[src/rtl/prio_grant_sched.sv]
// prio_grant_sched: four-client arbiter for a shared datapath. It picks a client by
// fixed priority or round-robin, limits each tenure to HOLD_MAX cycles, puts one idle
// cycle after every tenure, and counts tenures started and tenures cut at the limit.
module prio_grant_sched #(
    parameter int unsigned HOLD_MAX = 8,
    parameter int unsigned CNT_W    = 16
) (
    input  logic             clk,
    input  logic             rst_n,
    input  logic             mode_rr,
    input  logic [3:0]       req,
    output logic [3:0]       grant,
    output logic [1:0]       grant_id,
    output logic             grant_valid,
    output logic [CNT_W-1:0] grant_cnt,
    output logic [CNT_W-1:0] preempt_cnt
);

    localparam int unsigned HOLD_W = 8;
    localparam int unsigned REQ_N  = 4;

    typedef enum logic [1:0] {
        IDLE  = 2'd0,
        GRANT = 2'd1,
        GAP   = 2'd2
    } state_t;

    state_t            state;
    state_t            state_nxt;
    logic [HOLD_W-1:0] hold;
    logic [1:0]        last;

    logic [1:0]        fp_pick_c;
    logic [1:0]        rr_pick_c;
    logic [1:0]        pick_c;
    logic              start_c;
    logic              release_c;
    logic              limit_c;
    logic              end_c;
    logic              preempt_c;

    // Fixed-priority decode: the highest-numbered requester wins.
    always_comb begin
        fp_pick_c = 2'd0;
        casez (req)
            4'b1???: fp_pick_c = 2'd3;
            4'b01??: fp_pick_c = 2'd2;
            4'b001?: fp_pick_c = 2'd1;
            4'b0001: fp_pick_c = 2'd0;
            default: fp_pick_c = 2'd0;
        endcase
    end

    // Round-robin search that starts one past the last owner and ends at the last owner.
    always_comb begin
        logic [1:0] idx;
        logic       found;
        rr_pick_c = last;
        idx       = last;
        found     = 1'b0;
        for (int unsigned i = 1; i <= REQ_N; i++) begin
            idx = last + 2'(i);
            if (!found && req[idx]) begin
                rr_pick_c = idx;
                found     = 1'b1;
            end
        end
    end

    // mode_rr is used only here, so it matters only at the IDLE arbitration edge.
    assign pick_c = mode_rr ? rr_pick_c : fp_pick_c;

    // State register.
    always_ff @(posedge clk or negedge rst_n) begin
        if (!rst_n) begin
            state <= IDLE;
        end else begin
            state <= state_nxt;
        end
    end

    // Next-state logic.
    always_comb begin
        state_nxt = state;
        case (state)
            IDLE:    if (start_c) state_nxt = GRANT;
            GRANT:   if (end_c)   state_nxt = GAP;
            GAP:     state_nxt = IDLE;
            default: state_nxt = IDLE;
        endcase
    end

    // Control strobes. When the owner releases on the limit cycle, the tenure counts as a release.
    always_comb begin
        start_c   = (state == IDLE) && (req != 4'b0000);
        release_c = (state == GRANT) && !req[grant_id];
        limit_c   = (state == GRANT) && (hold == HOLD_W'(HOLD_MAX - 1));
        end_c     = release_c || limit_c;
        preempt_c = limit_c && !release_c;
    end

    // Registered grant outputs, hold counter, last-owner pointer and statistics.
    always_ff @(posedge clk or negedge rst_n) begin
        if (!rst_n) begin
            grant       <= 4'b0000;
            grant_id    <= 2'd3;
            grant_valid <= 1'b0;
            grant_cnt   <= '0;
            preempt_cnt <= '0;
            hold        <= '0;
            last        <= 2'd3;
        end else if (start_c) begin
            grant       <= 4'(1) << pick_c;
            grant_id    <= pick_c;
            grant_valid <= 1'b1;
            hold        <= '0;
            grant_cnt   <= grant_cnt + CNT_W'(1);
        end else if (state == GRANT) begin
            hold <= hold + HOLD_W'(1);
            if (end_c) begin
                grant       <= 4'b0000;
                grant_valid <= 1'b0;
                last        <= grant_id;
            end
            if (preempt_c) begin
                preempt_cnt <= preempt_cnt + CNT_W'(1);
            end
        end
    end

endmodule

[config.mk]
export PLATFORM = sky130hd
export DESIGN_NAME = prio_grant_sched
export DESIGN_NICKNAME = d
export VERILOG_FILES = /design/src/rtl/prio_grant_sched.sv
export SDC_FILE = /design/constraint.sdc
export NUM_CORES = 1
export LEC_CHECK = 0
export CORE_UTILIZATION = 45
export DETAILED_ROUTE_END_ITERATION = 6
export PLACE_DENSITY_LB_ADDON = 0.08
export SLEW_MARGIN = 25
export SYNTH_ARGS = -nofsm -noshare
export SYNTH_HDL_FRONTEND = slang
export SYNTH_SLANG_ARGS = --single-unit
[constraint.sdc]
create_clock -name clk -period 2.5 [get_ports clk]
set_input_delay 0.625 -clock clk [delete_from_list [all_inputs] [get_ports clk]]
set_output_delay 0.625 -clock clk [all_outputs]
set_load 0.005 [all_outputs]
-- Word-level counts from Yosys, hierarchy flattened
Cells that the tools add are included.
- flip-flop bits (word level): 51
- logic and storage cells: 78
- add/subtract/negate cells: 6
- order comparisons: 5
- equal/unequal tests: 6
- shift-type cells: 1
- multiplexer cells: 30
- bitwise gates (word level): 1
- reductions and logical operators: 21
- operators by type and width (cell ; number):
    16-bit by 1-bit adder with 16-bit output (second input constant) ; 2
    8-bit two-way mux ; 2
    2-bit by 3-bit < comparator with 1-bit output (second input constant) ; 5
    2-bit two-way mux ; 7
    4-bit two-way mux ; 3
    1-bit two-way mux ; 11
    1-bit binary-select mux with 2-bit select ; 5
    8-bit by 1-bit adder with 8-bit output (second input constant) ; 1
    8-bit by 3-bit == test with 1-bit output (second input constant) ; 1
    1-bit logical AND ; 7
    2-bit one-hot mux with 3 select lines ; 1
    3-bit AND reduction ; 2
    1-bit logical NOT ; 5
    2-bit adder (second input constant) ; 2
    2-bit by 1-bit == test with 1-bit output (second input constant) ; 2
    2-bit inequality test (second input constant) ; 2
    2-bit one-hot mux with 2 select lines ; 1
    2-bit AND reduction ; 2
    2-bit nonzero test ; 2
    4-bit nonzero test ; 1
    1-bit by 2-bit left shift with 4-bit output (first input constant) ; 1
    3-bit by 1-bit == test with 1-bit output (second input constant) ; 1
    2-bit by 1-bit adder with 2-bit output (second input constant) ; 1
    2-bit logical NOT ; 1
    other kinds (2) ; 2

-- Depth between registers and ports, before layout
- word-level depth: 16
- mapped depth: 7
- gate-level depth less buffers: 6

-- Least setup slack after synthesis
Ideal clock, no wire load.
- kind: input to register
- from: input req[1]
- to: register preempt_cnt[15]
- library setup time: 123 ps
- arrival time: 1967 ps
- path slack: 410 ps
- stages: 6
- cells stage by stage: mux4_2 > nor2_2 > or3_1 > clkbuf_2 > or4_4 > xnor2_2
- cells in the longest elaborated chain, start to end: 7
- RTL lines (element ; RTL line ; RTL):
    start: declaration ; 11 ; input logic [3:0] req,
    1-bit binary-select mux with 2-bit select ; 96 ; release_c = (state == GRANT) && !req[grant_id];
    1-bit two-way mux (implied by the code) ; 96 ;
    1-bit logical NOT ; 96 ;
    1-bit logical AND ; 96 ;
    1-bit logical NOT ; 99 ; preempt_c = limit_c && !release_c;
    1-bit logical AND ; 99 ;
    3-bit AND reduction (no source line) * ; - ;
    end signal: assignment ; 126 ; preempt_cnt <= preempt_cnt + CNT_W'(1);
    end: declaration ; 16 ; output logic [CNT_W-1:0] preempt_cnt
Every way passes the cells marked *; elsewhere a longest branch is shown, timed or not. The select of a mux whose other input is x is not followed.
A chain may end at the register's enable or synchronous reset.

-- Worst setup path in the final report
Ends and elaborated chain as after synthesis.

==> flow_summary.json <==
{
  "first_global_vias": 1632,
  "synth_edf_count": 0,
  "cts_buffers": 5,
  "skew_ns": 0.00615,
  "grt_util_met2_pct": 27.3,
  "slew_viol_final": 0,
  "tritoncts": "yes",
  "hpwl_mm": 3.30,
  "ios": 46,
  "globalRouteOverflowTotal": 0,
  "r2r-start": "hold[0]$_DFFE_PN0P_",
  "vias": 1855,
  "die_h_um": 74.8,
  "cap_violations": 0,
  "crit_path_start_kind": "input pin",
  "worst-path-max-fanout": 7,
  "synthArstFlopShare_pct": 100,
  "grt_pass1_wl_mm": 7.43,
  "seqCellArea_um2": 1280,
  "synth_area_per_cell_um2": 10.4,
  "fmax_mhz": 423,
  "crit_type": "in -> reg",
  "via_per_inst": 5.15,
  "wl_per_cell_um": 12.4,
  "finalInstanceArea_um2": 3090,
  "ys_seq_elements": 51,
  "drt_wl_total_mm": 4.46,
  "grt_max_degree": 32,
  "groute.usage.overall_pct": 17.6,
  "port_buffers": 45,
  "seq_area_frac_synth_pct": 53.8,
  "die_x_um": 74.8,
  "r2r_cells": 6,
  "synth_area_um2": 2380,
  "clkLatencyLatePin_ns": 0.29,
  "multi_input_area_um2": 1050,
  "period_minus_slack_ns": 2.37,
  "worstPathRequired_ns": 2.69,
  "drive_above_1_share_pct": 11.7,
  "min_path_type": "in -> async",
  "initialDrtViolationCount": 64,
  "dp_cells": 352,
  "power.leakage_uw": 0.00133,
  "critPathLaunch": "req[1]",
  "setup_violations": 0,
  "nFillCells": 460,
  "power_density_nw_per_um2": 827,
  "cts-resized-gates": 1,
  "post_cts_buffers": 0,
  "timing_hold_violations_final": 0,
  "drcViolationCount": 0,
  "die_area_um2": 5590,
  "grt_util_met1_pct": 24.8,
  "final_common_cell": "dfrtp_1",
  "worstPathArrival_ns": 2.56,
  "h-tree-depth": 2,
  "rows": 26,
  "routabilityCongestion": 0.742,
  "netlist_instances": 229,
  "worst-r2r-setup-slack_ns": 0.45,
  "drt_first_pass_iters": 4,
  "fin_nets": 299,
  "core_um2": 5110,
  "use_met3_pct": 4.02,
  "area_growth_pct": 29.8,
  "yosys_most_used_dff": "dfrtp_1",
  "hold_slack_ns": 0.279,
  "synth_nets": 239,
  "rsz0062_at_grt": "false",
  "synth_cell_types": 41,
  "antenna_left": 0,
  "clk_path_buf_depth": 2,
  "slew-limit-headroom_pct": 67.1,
  "grt-busiest-layer": "met2",
  "initial_utilization_pct": 46.6,
  "outcome": "completed",
  "power_uw": 2560,
  "mostFrequentLayoutCells": "47 x dfrtp_1, 44 x clkdlybuf4s50_1, 24 x nand2_1",
  "cts_hold_buffers": 0,
  "synth_warnings": 0,
  "antenna_found_initial": 0,
  "cts.sinks": 51,
  "placed_area_um2": 3000,
  "place_worst_setup_slack_ns": -0.344,
  "fin_cells": 360,
  "crit_path_end_kind": "register",
  "finalWorstSetupSlack_ns": 0.134,
  "clk_pin_slew_ns": 0.09,
  "ir_drop_mv": 0.579,
  "antenna_cells": 0,
  "tightest_slew_ns": 0.493,
  "r2r_end": "preempt_cnt[15]$_DFFE_PN0P_",
  "cts-root-buf": "clkbuf_8",
  "fin_crit_sh_pct": 94.7
}
[where the power goes]
part           switching [µW]  total [µW]  internal [µW]
combinational             393         893            500
sequential                192        1220           1020
clock                     257         449            192
[layer usage]
layer | up-vias | share of wire (%)
met5 | - | 0
met2 | 36 | 45
met4 | 0 | 0.90
met1 | 887 | 51
li1 | 927 | -
met3 | 5 | 3.5
[per-stage QoR]
| step | utilization (%) | setup TNS (ns) |
|---|---|---|
| after floorplan | - | 0 |
| after global placement | 58.8 | -1.78 |
| after detailed placement | 58.8 | -2.03 |
| after CTS | 60.6 | 0 |
| after global routing | 60.6 | 0 |
| final | 60.6 | 0 |
[cell type report]
cell class / instances / area share [%]
sequential: 51 / 41.4
multi-input combinational: 165 / 34.1
timing repair buffer: 58 / 18.0
tap: 70 / 2.83
clock buffer: 5 / 2.22
inverter: 8 / 0.971
clock inverter: 3 / 0.485
[logic make-up after synthesis]
family	after synthesis	share of synthesized area [%]
AO/OA/AOI/OAI	33	8.46
XOR/XNOR	31	11.7
adder cells (fa/ha/maj)	3	1.58
buffers and inverters	13	2.15
flip-flops	51	53.8
multiplexers	3	1.89
AND/OR/NAND/NOR	95	20.4
[registers in the layout, indices dropped and copies added (netlist names)]
signal and count:
grant_valid 1, state 2, preempt_cnt 16, grant_id 2, grant 4, last 2, grant_cnt 16, hold 8
[synth_stat cells, types with 2 or more instances]
| master | number | area, µm² |
|---|---|---|
| dfstp_2 | 4 | 105 |
| o22ai_1 | 2 | 12.5 |
| nand2_1 | 24 | 90.1 |
| a22o_1 | 2 | 17.5 |
| nand2b_1 | 4 | 25.0 |
| nor2b_1 | 2 | 12.5 |
| nand3b_1 | 2 | 15.0 |
| clkbuf_1 | 3 | 11.3 |
| o21ai_0 | 14 | 70.1 |
| nor2_1 | 17 | 63.8 |
| nor3_1 | 7 | 35.0 |
| and3_1 | 4 | 25.0 |
| mux2_2 | 2 | 22.5 |
| nand3_1 | 8 | 40.0 |
| o31ai_1 | 2 | 15.0 |
| inv_1 | 8 | 30.0 |
| nand4_1 | 15 | 93.8 |
| a31oi_1 | 2 | 12.5 |
| xnor2_1 | 19 | 166 |
| dfrtp_1 | 47 | 1180 |
| xor2_1 | 11 | 96.3 |
| ha_1 | 3 | 37.5 |
| nor4_1 | 2 | 12.5 |
| a21oi_1 | 5 | 25.0 |
| or3_1 | 4 | 25.0 |
[worst max-delay path by stage]
stage / end / slack, ns / cells after the start
after floorplan: preempt_cnt[15]$_DFFE_PN0P_ / 0.41 / 6
after global placement: grant_cnt[15]$_DFFE_PN0P_ / -0.32 / 6
after detailed placement: grant_cnt[15]$_DFFE_PN0P_ / -0.34 / 6
after CTS: preempt_cnt[15]$_DFFE_PN0P_ / 0.15 / 6
after global routing: preempt_cnt[15]$_DFFE_PN0P_ / 0.1 / 6
final: preempt_cnt[15]$_DFFE_PN0P_ / 0.13 / 6
[critical path, cell delays in order]
cell             delay, ns
clkdlybuf4s50_1       0.59
mux4_2                0.31
nor2_2                0.04
or3_1                 0.41
or4_4                 0.44
xnor2_2               0.14
No activity file was read; power rests on OpenSTA's default activity.
